### config.mk
export PLATFORM = sky130hd
export DESIGN_NAME = assoc_scoreboard
export DESIGN_NICKNAME = d
export VERILOG_FILES = /design/src/rtl/assoc_scoreboard.sv
export SDC_FILE = /design/constraint.sdc
export NUM_CORES = 1
export LEC_CHECK = 0
export CAP_MARGIN = 10
export CORE_ASPECT_RATIO = 0.7
export CORE_MARGIN = 1.5
export CORE_UTILIZATION = 55
export CTS_BUF_LIST = sky130_fd_sc_hd__clkbuf_2 sky130_fd_sc_hd__clkbuf_4 sky130_fd_sc_hd__clkbuf_8
export DETAILED_ROUTE_END_ITERATION = 10
export PLACE_DENSITY = 0.73
export SLEW_MARGIN = 20
export SYNTH_ARGS = -nofsm -noshare
export SYNTH_HDL_FRONTEND = slang
export SYNTH_SLANG_ARGS = --single-unit
### constraint.sdc
create_clock -name i_clk -period 7.9 [get_ports i_clk]
set_clock_uncertainty 0.1 [all_clocks]
set_input_delay 1.185 -clock i_clk [delete_from_list [all_inputs] [get_ports i_clk]]
set_output_delay 1.185 -clock i_clk [all_outputs]
set_load 0.05 [all_outputs]
### src/rtl/assoc_scoreboard.sv
// Open-addressed hash-map scoreboard (cmd_id -> proc_id), linear probing with tombstones.
// Optional ASSOC_SB_MULTI_DEL_EN: DEL_VAL removes every matching slot instead of the first.
module assoc_scoreboard #(
    parameter int DEPTH = 8,
    parameter int KEY_W = 8,
    parameter int VAL_W = 3
) (
    input  logic                       i_clk,
    input  logic                       i_rstn,
    input  logic                       i_req_valid,
    output logic                       o_req_ready,
    input  logic [1:0]                 i_req_op,
    input  logic [KEY_W-1:0]           i_req_key,
    input  logic [VAL_W-1:0]           i_req_val,
    output logic                       o_resp_valid,
    output logic [1:0]                 o_resp_status,
    output logic [VAL_W-1:0]           o_resp_val,
    output logic [$clog2(DEPTH+1)-1:0] o_count,
    output logic                       o_full
);
    localparam int IW = $clog2(DEPTH);
    localparam int CW = $clog2(DEPTH+1);

    typedef enum logic [1:0] {OP_INSERT, OP_LOOKUP, OP_DEL_KEY, OP_DEL_VAL} op_t;
    typedef enum logic [1:0] {ST_OK, ST_MISS, ST_FULL, ST_UPDATED} status_t;
    typedef enum logic [1:0] {SL_EMPTY, SL_VALID, SL_TOMB} slot_t;
    typedef enum logic [1:0] {IDLE, PROBE, SCAN, RESP} fsm_t;

    fsm_t             state, state_nxt;
    slot_t            slot_st  [DEPTH];
    logic [KEY_W-1:0] slot_key [DEPTH];
    logic [VAL_W-1:0] slot_val [DEPTH];

    op_t              op_r;
    logic [KEY_W-1:0] key_r;
    logic [VAL_W-1:0] val_r;
    logic [IW-1:0]    step, idx, free_idx, ins_idx;
    logic             free_vld;
    logic [CW-1:0]    count, cnt_nxt;
    status_t          rs, rs_nxt;
    logic [VAL_W-1:0] rv, rv_nxt;
    logic             key_hit, val_hit, is_empty, last, have_free;
    logic             done, ins_wr, upd_wr, tomb_wr, clr_tomb;
`ifdef ASSOC_SB_MULTI_DEL_EN
    logic [CW-1:0]    rm_cnt, rm_total;
`endif

    always_comb begin
        idx       = (state == SCAN) ? step : key_r[IW-1:0] + step;
        key_hit   = (slot_st[idx] == SL_VALID) && (slot_key[idx] == key_r);
        val_hit   = (slot_st[idx] == SL_VALID) && (slot_val[idx] == val_r);
        is_empty  = (slot_st[idx] == SL_EMPTY);
        last      = (step == IW'(DEPTH-1));
        have_free = free_vld || (slot_st[idx] != SL_VALID);
        ins_idx   = free_vld ? free_idx : idx;
    end

    always_comb begin
        state_nxt = state;
        done      = 1'b0;
        ins_wr    = 1'b0;
        upd_wr    = 1'b0;
        tomb_wr   = 1'b0;
        cnt_nxt   = count;
        rs_nxt    = rs;
        rv_nxt    = '0;
`ifdef ASSOC_SB_MULTI_DEL_EN
        rm_total  = rm_cnt + CW'(val_hit);
`endif
        case (state)
            IDLE: if (i_req_valid) state_nxt = (op_t'(i_req_op) == OP_DEL_VAL) ? SCAN : PROBE;
            PROBE: begin
                done = key_hit || is_empty || last;
                if (done) begin
                    state_nxt = RESP;
                    case (op_r)
                        OP_INSERT: begin
                            if (key_hit) begin
                                upd_wr = 1'b1;
                                rs_nxt = ST_UPDATED;
                            end else if (have_free) begin
                                ins_wr  = 1'b1;
                                cnt_nxt = count + CW'(1);
                                rs_nxt  = ST_OK;
                            end else begin
                                rs_nxt = ST_FULL;
                            end
                        end
                        OP_LOOKUP: begin
                            rs_nxt = key_hit ? ST_OK : ST_MISS;
                            if (key_hit) rv_nxt = slot_val[idx];
                        end
                        OP_DEL_KEY: begin
                            rs_nxt = key_hit ? ST_OK : ST_MISS;
                            if (key_hit) begin
                                rv_nxt  = slot_val[idx];
                                tomb_wr = 1'b1;
                                cnt_nxt = count - CW'(1);
                            end
                        end
                        default: rs_nxt = ST_MISS;
                    endcase
                end
            end
            SCAN: begin
                tomb_wr = val_hit;
`ifdef ASSOC_SB_MULTI_DEL_EN
                // Matches are tombstoned as the scan passes; the count settles on the last step.
                done = last;
                if (done) begin
                    state_nxt = RESP;
                    cnt_nxt   = count - rm_total;
                    rs_nxt    = (rm_total != '0) ? ST_OK : ST_MISS;
                    rv_nxt    = VAL_W'(rm_total);
                end
`else
                done = val_hit || last;
                if (done) begin
                    state_nxt = RESP;
                    rs_nxt    = val_hit ? ST_OK : ST_MISS;
                    if (val_hit) begin
                        cnt_nxt = count - CW'(1);
                        rv_nxt  = val_r;
                    end
                end
`endif
            end
            RESP: state_nxt = IDLE;
            default: state_nxt = IDLE;
        endcase
        // An empty table needs no tombstones; clearing them keeps probe chains short.
        clr_tomb = done && (cnt_nxt == '0) && (cnt_nxt != count);
    end

    always_ff @(posedge i_clk or negedge i_rstn) begin
        if (!i_rstn) begin
            state    <= IDLE;
            op_r     <= OP_INSERT;
            key_r    <= '0;
            val_r    <= '0;
            step     <= '0;
            free_vld <= 1'b0;
            free_idx <= '0;
            count    <= '0;
            rs       <= ST_OK;
            rv       <= '0;
`ifdef ASSOC_SB_MULTI_DEL_EN
            rm_cnt   <= '0;
`endif
            for (int i = 0; i < DEPTH; i++) begin
                slot_st[i]  <= SL_EMPTY;
                slot_key[i] <= '0;
                slot_val[i] <= '0;
            end
        end else begin
            state <= state_nxt;
            count <= cnt_nxt;
            if (state == IDLE && i_req_valid) begin
                op_r     <= op_t'(i_req_op);
                key_r    <= i_req_key;
                val_r    <= i_req_val;
                step     <= '0;
                free_vld <= 1'b0;
`ifdef ASSOC_SB_MULTI_DEL_EN
                rm_cnt   <= '0;
`endif
            end else if (state == PROBE || state == SCAN) begin
                step <= step + IW'(1);
                if (!free_vld && slot_st[idx] != SL_VALID) begin
                    free_vld <= 1'b1;
                    free_idx <= idx;
                end
`ifdef ASSOC_SB_MULTI_DEL_EN
                rm_cnt <= rm_total;
`endif
            end
            if (done) begin
                rs <= rs_nxt;
                rv <= rv_nxt;
            end
            if (upd_wr) slot_val[idx] <= val_r;
            if (ins_wr) begin
                slot_st[ins_idx]  <= SL_VALID;
                slot_key[ins_idx] <= key_r;
                slot_val[ins_idx] <= val_r;
            end
            if (tomb_wr) slot_st[idx] <= SL_TOMB;
            if (clr_tomb) begin
                for (int i = 0; i < DEPTH; i++)
                    if (slot_st[i] == SL_TOMB || (tomb_wr && IW'(i) == idx)) slot_st[i] <= SL_EMPTY;
            end
        end
    end

    assign o_req_ready   = (state == IDLE);
    assign o_resp_valid  = (state == RESP);
    assign o_resp_status = (state == RESP) ? rs : ST_OK;
    assign o_resp_val    = (state == RESP) ? rv : '0;
    assign o_count       = count;
    assign o_full        = (count == CW'(DEPTH));
endmodule
### After elaboration in Yosys (flattened, before gate mapping)

Cells that the tools add are included.

| word-level totals | value |
|---|---|
| register bits | 135 |
| output and inout port bits | 12 |
| logic and storage cells | 209 |

| operators by class | value |
|---|---|
| $add $sub $neg | 4 |
| order comparisons | 4 |
| equal/unequal tests | 31 |
| muxes and demuxes | 84 |
| bitwise operators | 9 |
| reduce and logical (&&, ||, !) cells | 43 |

Operator list:

| cell | number |
|---|---|
| $bwmux W64 | 1 |
| $bwmux W24 | 2 |
| $mux W16 | 3 |
| $mux W24 | 2 |
| $mux W2 | 21 |
| $mux W3 | 14 |
| $bmux W8 S3 | 1 |
| $demux W8 S3 | 1 |
| $eq A2 B2 Y1 const B | 12 |
| $mux W4 | 6 |
| $mux W8 | 3 |
| $demux W3 S3 | 2 |
| $and A8 B8 Y8 | 2 |
| $logic_and A1 B1 Y1 | 16 |
| $mux W1 | 16 |
| $not A8 Y8 | 2 |
| $or A8 B8 Y8 | 2 |
| $pmux W4 S2 | 2 |
| $logic_or A1 B1 Y1 | 13 |
| $demux W2 S3 | 2 |
| $eq A3 B3 Y1 const A | 4 |
| $bmux W3 S3 | 1 |
| $eq A8 B8 Y1 | 1 |
| $ge A4 B4 Y1 const B | 2 |
| 30 further kinds | 44 |

### Logic depth before layout (Yosys ltp)

| logic depth | value |
|---|---|
| word-level depth | 18 |
| gate-level depth with buffers | 21 |
| depth with buffers taken out | 15 |

### Worst setup path before layout

No wires, ideal clock.

| path | value |
|---|---|
| path type | register to register |
| start point | reg step[0] |
| end point | reg slot_st[12] (netlist bit) |
| setup time | 137 ps |
| arrival time | 4094 ps |
| data required time | 7663 ps |
| slack | 3569 ps |
| cell stages (with the launch flop) | 19 |
| period minus slack after synthesis | 4331 ps |
| cell sequence | dfrtp_1 ha_1 inv_1 fa_1 and2b_1 nor2_2 buf_2 mux4_2 xnor2_1 a211oi_1 and4b_1 buf_4 nor2_1 a2bb2oi_1 o22ai_1 nor4b_1 o21a_1 buf_2 a41oi_2 |

| between the ends | value |
|---|---|
| word-level cells in the longest chain between the ends | 18 |

Ends and longest elaborated chain:

| what | line | source |
|---|---|---|
| start: declaration | 37 | `logic [IW-1:0] step, idx, free_idx, ins_idx;` |
| start signal: assignment | 168 | `step <= step + IW'(1);` |
| $add A3 B3 Y3 | 49 | `idx = (state == SCAN) ? step : key_r[IW-1:0] + step;` |
| $mux W3 | 49 |  |
| $not A3 Y4 (not written as such) | -- |  |
| $bmux W2 S3 | -- |  |
| $mux W2 (not written as such) (2 in series) | -- |  |
| $ne A2 B1 Y1 | 54 | `have_free = free_vld \|\| (slot_st[idx] != SL_VALID);` |
| $logic_or A1 B1 Y1 | 54 |  |
| $mux W1 | 81 | `end else if (have_free) begin` |
| $mux W1 | 78 | `if (key_hit) begin` |
| $mux W1 | 76 | `case (op_r)` |
| $mux W1 | 74 | `if (done) begin` |
| $mux W1 | 70 | `case (state)` |
| $mux W16 | 182 | `if (ins_wr) begin` |
| $and A8 B8 Y8 (no line) | -- |  |
| $mux W16 | 187 | `if (tomb_wr) slot_st[idx] <= SL_TOMB;` |
| $mux W2 | 190 | `if (slot_st[i] == SL_TOMB \|\| (tomb_wr && IW'(i) == idx)) slot_st[i] <= SL_EMPTY;` |
| $mux W16 (*) | 188 | `if (clr_tomb) begin` |
| end signal: indexed assignment | 151 | `slot_st[i] <= SL_EMPTY;` |
| end signal: indexed assignment | 183 | `slot_st[ins_idx] <= SL_VALID;` |
| end signal: indexed assignment | 187 |  |
| end: declaration | 30 | `slot_t slot_st [DEPTH];` |

Mark *: on every way between the ends. The rest lies on a longest branch, timed or not. The select of a mux whose other input is x is not followed.
A chain may end at the register's enable or synchronous reset.

### Worst setup path in the final report

| path | value |
|---|---|
| start point | reg key_r[0] |
| end point | reg slot_st[4] (netlist bit) |

| between the ends | value |
|---|---|
| word-level cells in the longest chain between the ends | 18 |

Ends and longest elaborated chain:

| what | line | source |
|---|---|---|
| start: declaration | 35 | `logic [KEY_W-1:0] key_r;` |
| start signal: assignment | 160 | `key_r <= i_req_key;` |
| $add A3 B3 Y3 | 49 |  |
| $mux W3 | 49 |  |
| $not A3 Y4 (not written as such) | -- |  |
| $bmux W2 S3 | -- |  |
| $mux W2 (not written as such) (2 in series) | -- |  |
| $ne A2 B1 Y1 | 54 |  |
| $logic_or A1 B1 Y1 | 54 |  |
| $mux W1 | 81 |  |
| $mux W1 | 78 |  |
| $mux W1 | 76 |  |
| $mux W1 | 74 |  |
| $mux W1 | 70 |  |
| $mux W16 | 182 |  |
| $and A8 B8 Y8 (no line) | -- |  |
| $mux W16 | 187 |  |
| $mux W2 | 190 |  |
| $mux W16 (*) | 188 |  |

Marks and branches as above.

==> metrics.md <==
| Metric | Value |
|---|---|
| Post-Synthesis Cells | ~800 |
| Die Y | between 100 and 150 µm |
| Final TNS setup | 0 ns |
| Core outline area | ~15000 µm² |
| Synth async-reset ratio | 100.0% |
| Synthesis-stage register bit count | 135 |
| R2r worst-path depth | 16 |
| Antenna cells | 0 |
| TritonCTS Buffers | 17 |
| Critical Path AT | 6.43 ns |
| CTS Root Buffer Type | clkbuf_8 |
| Seq/Total Area, Yosys | around two fifths |
| Worst setup path startpoint | key_r[0] |
| Post-Route WL | 21970 µm |
| RR Startpoint | key_r[0] |
| Unrepaired setup endpoints after global routing | false |
| R2R setup slack | 1.66 ns |
| Cell Area, Synth | 8200 µm² |
| CP Launch Type | flop |
| Area grow syn2layout | 8.483% |
| GP Congestion | 0.9220 |
| Hold Buf Count CTS | 0 |
| Slew Viols, Final | 0 |
| Layout cells sized above 1 | 22.71% |
| Area contributors post-synth | dfrtp_1 41%, mux2_2 14%, mux2i_1 3.2%, mux4_2 3.0%, nand2_1 2.7% |
| FP Rows | 37 |
| Max Freq | 160.3 MHz |
| Synth cell types | 76 |
| Worst-Skew Late Latency | 0.46 ns |
| Worst Setup Slack, final | 1.661 ns |
| Hpwl dp | about 15000 µm |
| CP endpoint | slot_st[4] |
| Dpl cells | 960 |
| Vias post-DR | 6566 |
| Main synth FF type | dfrtp_1 |
| Most frequent cell after synthesis | dfrtp_1 |
| Total GRT Usage | between 20% and 30% |
| Clock Pin Slew Worst Setup and Hold Paths | 0.09 ns |
| Min Tclk post-route | 6.239 ns |
| Syn Nets | 816 |
| Crit Path Category | flop to flop |
| Max-cap viol count | 0 |
| Slew @ Worst Pin | 0.9827 ns |
| Crit end category | flop |
| Clock sink count | 135 |
| Hold Crit Class | flop to flop |
| Number of synthesized flops with an enable pin | 0 |
| Crit Reg-Reg Endpoint | slot_st[4] |
| Area leader, netlist | dfrtp_1 |
| Outcome | finished clean |
| Crit-path max FO | 16 |
| Commonest cells post-synth | 135 x dfrtp_1, 103 x mux2_2, 58 x nand2_1, 34 x inv_1, 34 x nor2_1 |
| Non-filler instance count after layout | 992 |
| Worst Path Required | 8.09 ns |
| Iteration-0 DRC count of the detailed router | slightly below 800 |
| Clock Path Buffers | 2 |
| Final period utilization | 78.98% |
| Detail Route Antenna Nets | 0 |
| Drt first pass iters | 7 |
| Drt drc | 0 |
| Initial antenna violation count | 0 |
| # nets final | 814 |
| Pre-CTS setup slack | 1.816 ns |
| Die footprint | 15660 µm² |
| Avg Synthesized Cell Area | 10.43 µm² |
| Post-cts resize count | 0 |
| WHS Path Cells | 1 |
| Max-slew headroom | between 30% and 40% |
| Setup violations, final | 0 |
| Starting Density | 56.06% |
| Vias in the first global route | 6403 |
| Global-route wire length before repair | 35180 µm |
| Vias per cell | between 6 and 7 |
| Gr ovfl total | 0 |
| Die width | 148.9 µm |
| Ys Warns | 0 |
| CTS tree | done |
| Post-CTS setup buffer count | 0 |
| Top cell type's share of synthesized area | between 40% and 50% |
| H-tree depth | 4 |
| Pin count of the biggest net entering global routing | 72 |
| Wire per inst | 22.15 µm |
| Final hold violation count | 0 |
| Port-buffer cells | 27 |
| Num ports | 28 |
==> registers in the layout (all words and copies together), names as in the netlist <==
name,flops
free_vld,1
slot_val,24
step,3
slot_st,16
key_r,8
free_idx,3
rs,2
op_r,2
slot_key,64
val_r,3
rv,3
state,2
o_count,4
==> logic make-up after synthesis <==
| kind of cell | Yosys count | share of synthesized area (%) |
|---|---|---|
| and+or+nand+nor | 208 | 13.11 |
| adders and majority gates | 14 | 2.228 |
| AOI/OAI and AO/OA | 182 | 16.13 |
| DFF | 135 | 41.20 |
| xor gates and xnor gates | 9 | 1.053 |
| buffers and inverters | 95 | 5.493 |
| muxes | 143 | 20.80 |
==> per-layer routing <==
metal,GRT usage [%],vias up,share of wire (%)
met3,8.472,24,11
li1,-,2911,-
met4,8.133,0,1.1
met1,43.41,3266,45
met5,0,-,0
met2,42.13,365,43
==> cell usage in the layout, fill, tap and decap left out, drive strengths merged, types with 7 or more instances in the layout <==
master and instances:
mux4 11, ha 13, mux2i 26, and2 17, o32ai 9, o21a 9, a21oi 30, buf 14
mux2 106, o22ai 8, a31oi 20, nor3 18, nor2b 8, a41oi 8, clkdlybuf4s50 26, nand2b 13
nand2 58, nand3 19, a2111oi 8, inv 42, nor2 36, clkbuf 17, dfrtp 135, o21ai 25
xnor2 7
==> worst max-delay path, stage by stage (launching register included) <==
cell and delay [ns]:
dfrtp_1 0.62, ha_1 0.24, inv_1 0.06, fa_1 0.51, and2b_1 0.25, nor2_2 0.71
buf_4 0.33, mux4_2 0.36, xnor2_1 0.16, a211oi_1 0.24, and4b_1 0.46, nor2_1 0.11
a2bb2oi_1 0.15, o22ai_1 0.54, nor4b_1 0.34, o21a_1 0.66, a41oi_1 0.23
==> how the worst min path moves through the flow <==
stage,slack (ns),endpoint,start
3_5_place_dp,0.39,slot_st[0],slot_st[1]
4_1_cts,0.40,slot_st[0],slot_st[1]
2_1_floorplan,0.36,slot_st[0],slot_st[1]
3_3_place_gp,0.36,slot_st[0],slot_st[1]
5_1_grt,0.42,slot_st[0],slot_st[1]
6_report,0.40,slot_st[10],slot_st[11]
==> cell type report <==
type | count | area, µm²
multi-input combinational | 556 | 4380
tap | 195 | 244.0
clock buffer | 17 | 234.0
fill | 1215 | 5733
timing repair buffer | 40 | 369.1
inverter | 34 | 127.6
clock inverter | 15 | 162.7
sequential | 135 | 3378
==> stage by stage <==
| stage | util [%] | hold slack [ns] | area, µm² |
|---|---|---|---|
| finish | 60.81 | 0.3986 | 8896 |
| global route | 60.81 | 0.4186 | 8896 |
| CTS | 60.81 | 0.4010 | 8896 |
| detailed placement | 58.10 | 0.3871 | 8499 |
| global placement | 58.10 | 0.3587 | 8499 |
| floorplan | - | 0.3568 | 8200 |
Power is not shown: default switching activity piles up to over one toggle a cycle in this logic, so the estimate is an artifact.
